**src/rtl/can_pkg.sv**
```systemverilog
// Shared CAN receive-path constants: stuff run length, counter width and bus levels.
package can_pkg;

  localparam int CNT_W = 3;

  localparam logic [CNT_W-1:0] STUFF_RUN_LEN = 3'd5;
  localparam logic [CNT_W-1:0] CNT_ZERO      = 3'd0;
  localparam logic [CNT_W-1:0] CNT_ONE       = 3'd1;

  localparam logic DOMINANT  = 1'b0;
  localparam logic RECESSIVE = 1'b1;

endpackage

```
**src/rtl/stuff_block.sv**
```systemverilog
// CAN RX bit de-stuffer: flags each sampled bit as data (sp_decision) or stuff.
// Optional macro STUFF_BLOCK_ERR_EN adds the stuff_err pulse on a sixth equal bit.
module stuff_block
  import can_pkg::*;
(
  input  logic clk,
  input  logic reset,
  input  logic SP,
  input  logic RX,
  input  logic F_STF,
  output logic sp_decision
`ifdef STUFF_BLOCK_ERR_EN
  ,
  output logic stuff_err
`endif
);

  logic             last_bit_q, last_bit_d;
  logic [CNT_W-1:0] run_cnt_q,  run_cnt_d;
  logic             sp_decision_q, sp_decision_d;

  always_comb begin
    last_bit_d    = last_bit_q;
    run_cnt_d     = run_cnt_q;
    sp_decision_d = 1'b0;
    if (SP) begin
      last_bit_d = RX;
      if (F_STF) begin
        // Fixed-form fields: forward everything and restart counting on the next stuffed field.
        sp_decision_d = 1'b1;
        run_cnt_d     = CNT_ZERO;
      end else if (run_cnt_q == STUFF_RUN_LEN) begin
        // Stuff position: the bit is dropped and always seeds a new run, valid or not.
        sp_decision_d = 1'b0;
        run_cnt_d     = CNT_ONE;
      end else begin
        sp_decision_d = 1'b1;
        if (run_cnt_q == CNT_ZERO || RX != last_bit_q) begin
          run_cnt_d = CNT_ONE;
        end else begin
          run_cnt_d = run_cnt_q + CNT_ONE;
        end
      end
    end
  end

  always_ff @(posedge clk) begin
    if (reset) begin
      last_bit_q    <= RECESSIVE;
      run_cnt_q     <= CNT_ZERO;
      sp_decision_q <= 1'b0;
    end else begin
      last_bit_q    <= last_bit_d;
      run_cnt_q     <= run_cnt_d;
      sp_decision_q <= sp_decision_d;
    end
  end

  assign sp_decision = sp_decision_q;

`ifdef STUFF_BLOCK_ERR_EN
  logic stuff_err_q, stuff_err_d;

  always_comb begin
    stuff_err_d = SP && !F_STF && (run_cnt_q == STUFF_RUN_LEN) && (RX == last_bit_q);
  end

  always_ff @(posedge clk) begin
    if (reset) begin
      stuff_err_q <= 1'b0;
    end else begin
      stuff_err_q <= stuff_err_d;
    end
  end

  assign stuff_err = stuff_err_q;
`endif

endmodule

```
**config.mk**
```make
export PLATFORM = sky130hd
export DESIGN_NAME = stuff_block
export DESIGN_NICKNAME = d
export VERILOG_FILES = /design/src/rtl/can_pkg.sv /design/src/rtl/stuff_block.sv
export SDC_FILE = /design/constraint.sdc
export NUM_CORES = 1
export LEC_CHECK = 0
export CAP_MARGIN = 20
export CORE_AREA = 2 2 39 41
export DETAILED_ROUTE_END_ITERATION = 8
export DIE_AREA = 0 0 41 43
export SLEW_MARGIN = 25
export SYNTH_ARGS = -nofsm -noshare
export SYNTH_HDL_FRONTEND = slang
export SYNTH_SLANG_ARGS = --single-unit
```
**constraint.sdc**
```tcl
create_clock -name clk -period 1.46 [get_ports clk]
set_input_delay 0.219 -clock clk [delete_from_list [all_inputs] [get_ports clk]]
set_output_delay 0.219 -clock clk [all_outputs]
set_load 0.02 [all_outputs]
```
==> results_dict.tcl <==
set metrics [dict create \
    cp.buffers_inverters 1 \
    cpMaxStageDelayCell "or4_4" \
    n_antenna_cell 0 \
    ant_nets 0 \
    worstHoldStart "run_cnt_q[1]$_SDFFE_PP0P_" \
    crit_family "simple AND/OR/NAND/NOR gates" \
    synth_top_area_cell "dfxtp_1" \
    multiInputGateArea_um2 220 \
    slew_headroom 0.732 \
    fin_util 0.346 \
    r2r_slack_ns 0.03 \
    routed-via-count 282 \
    n_fill_cell 142 \
    combPwrFrac 0.180 \
    timing.hold.ws_ns 0.507 \
    hpwlAfterDp_um 503 \
    p_total_uw 377 \
    yosys_most_used_dff "dfxtp_1" \
    std_cell_rows 14 \
    cts_setup_buffers 0 \
    place_ws_ns -0.171 \
    portBuffers 5 \
    regArea_um2 103 \
    power_density_nw_per_um2 788 \
    final_nets 55 \
    grt_max_degree 8 \
    hold_violations 0 \
    layout_worst_path_cycle_share 0.982 \
    peakVddDrop_v 0.000568 \
    setup_slack_ns 0.0257 \
    synthArstFlopShare 0 \
    place.gp.congestion 0.755 \
    wire_per_inst_um 11.8 \
    clkLatencyLatePin_ns 0.25 \
    grt_pass1_wl_mm 1.21 \
    whs_path_depth 2 \
    h-tree-depth 1 \
    die_h_um 43 \
    synth_area_um2 289 \
    antenna_found_initial 0 \
    clockBufferDepth 2 \
    r2r_cells 5 \
    switching_share 0.246 \
    required_ns 1.64 \
    cts_tree "yes" \
    ys_top_cells_by_area "dfxtp_1, ha_1, mux2_4" \
    synth_area_per_cell_um2 9.63 \
    worstPathArrival_ns 1.61 \
    yosysWarnings 0 \
    tns_ns 0 \
    worstSetupEndpointType "register" \
    r2r_end "run_cnt_q[1]$_SDFFE_PP0P_" \
    startpoint_type "register" \
    hp-class "register to register" \
    wirelength_um 732 \
    p_switching_uw 92.7 \
    maxCapViolCount 0 \
    setup_violations 0 \
    synth_nets 38 \
    path_cells "inv_2, ha_2, mux2_4, or4_4, a21oi_2" \
    final_max_slew_viol_count 0 \
    period_needed_ns 1.43 \
    grt.total_usage 0.114 \
    clockPowerShare 0.433 \
    drive_above_1_share 0.522 \
    cts.sinks 5 \
    clock.fmax_ghz 0.697 \
    outcome "finished clean" \
    area_growth_pct 65.8 \
    ys_seq_area_frac 0.346 \
    cts_buffers 3 \
    overflow 0 \
    vias_per_cell 4.55 \
    worst_pin_slew_ns 0.401 \
    cp_max_fo 3 \
    synth_common_cells "dfxtp_1, ha_1" \
    syn_inst 30 \
    synthMostInstantiatedCell "dfxtp_1" \
    worstSetupPathType "register to register" \
    ioPinCount 6 \
    min_to "run_cnt_q[1]$_SDFFE_PP0P_" \
    synth_cell_types 19 \
    synth-seq-cells 5 \
    die_area_um2 1760 \
    p_int_uw 285 \
    dieWidth_um 41 \
    synthDominantCellAreaShare 0.346 \
    p_leak_uw 0.000172 \
    clk_pin_slew_ns 0.04 \
    p_seq_frac 0.387 \
    core_region_area_um2 1380 \
    rsz0062_at_grt "yes" \
    critPathMaxStageDelay_ns 0.42 \
    drt-initial-drc-count 2 \
    initial_core_util 0.209 \
    firstDrtPassIters 4 \
    r2r-start "run_cnt_q[1]$_SDFFE_PP0P_" \
    drc 0 \
    synth_edf_count 0 \
    fin_skew_ns 0.00145 \
    clockRootBuffer "clkbuf_4" \
    grt_pass1_vias 298 \
]
## registers in the layout (all words and copies together) (netlist names)
register and count:
sp_decision 1, run_cnt_q 3, last_bit_q 1
## logic make-up (layout without fill, tap and decap cells)
logic type / after synthesis / count (layout) / synth area share
adders and majority gates: 3 / 3 / 0.130
DFF: 5 / 5 / 0.346
muxes: 1 / 1 / 0.0519
and+or+nand+nor: 14 / 14 / 0.303
buffers and inverters: 2 / 18 / 0.0260
AOI/OAI and AO/OA: 4 / 4 / 0.113
xor gates and xnor gates: 1 / 1 / 0.0303
## worst max-delay path by stage
stage	slack [ns]	endpoint	cells after the start	startpoint
2_1_floorplan	-0.02	run_cnt_q[1]$_SDFFE_PP0P_	5	run_cnt_q[1]$_SDFFE_PP0P_
3_3_place_gp	-0.17	run_cnt_q[2]$_SDFFE_PP0P_	4	F_STF
3_5_place_dp	-0.17	run_cnt_q[2]$_SDFFE_PP0P_	4	F_STF
4_1_cts	-0.006	run_cnt_q[1]$_SDFFE_PP0P_	5	run_cnt_q[1]$_SDFFE_PP0P_
5_1_grt	-0.03	run_cnt_q[1]$_SDFFE_PP0P_	5	run_cnt_q[1]$_SDFFE_PP0P_
6_report	0.03	run_cnt_q[1]$_SDFFE_PP0P_	5	run_cnt_q[1]$_SDFFE_PP0P_
## worst reg2reg max path, stage by stage, from the launching register on
cell,delay (ns)
dfxtp_2,0.34
inv_2,0.06
ha_2,0.17
mux2_4,0.26
or4_4,0.42
a21oi_2,0.12
## placed cells by master, fill, tap and decap left out, drive strengths merged
master,netlist,layout
o32ai,1,1
a21oi,1,1
buf,0,7
ha,3,3
clkdlybuf4s50,0,5
clkbuf,0,4
nand2b,1,1
or4,1,1
nor3b,2,2
nor2,2,2
a311o,1,1
mux2,1,1
nor4b,1,1
xor2,1,1
a211o,1,1
nand2,2,2
inv,2,2
or3b,1,1
or4b,1,1
dfxtp,5,5
nor2b,1,1
nor3,2,2
## power groups by stage
stage          Combinational, µW  Clock (µW)  Sequential, µW
6_report                    67.9         163             146
5_1_grt                     75.2         179             147
4_1_cts                     65.2         172             146
3_5_place_dp                61.2           0             149
3_3_place_gp                60.3           0             148
2_1_floorplan               20.2           0             150
## metal layers
metal | share of wire | global-route usage | up-vias | routed length (µm)
li1 | - | - | 144 | -
met3 | 0.051 | 0.0471 | 4 | 37
met5 | 0 | 0 | - | 0
met4 | 0.036 | 0.100 | 0 | 26
met1 | 0.39 | 0.129 | 126 | 286
met2 | 0.52 | 0.153 | 8 | 381
## layout make-up
class,instances,area share
flip-flops and latches,5,0.214
multi-input cells,23,0.460
clock buffers,4,0.0548
inverters,2,0.0157
repair buffers,12,0.214
well taps,16,0.0418
## through the flow
step	instances	cell area (µm²)
after floorplan	30	297
after global placement	58	419
after detailed placement	58	419
after CTS	62	460
after global routing	62	479
final	62	479
## timing repair
action                     CTS  global route
setup endpoints to repair    2             3
hold buffers                 0             0
resized for setup            2             5
pin swaps                    2             3
Note: power is estimated with default switching activity, not from simulation.
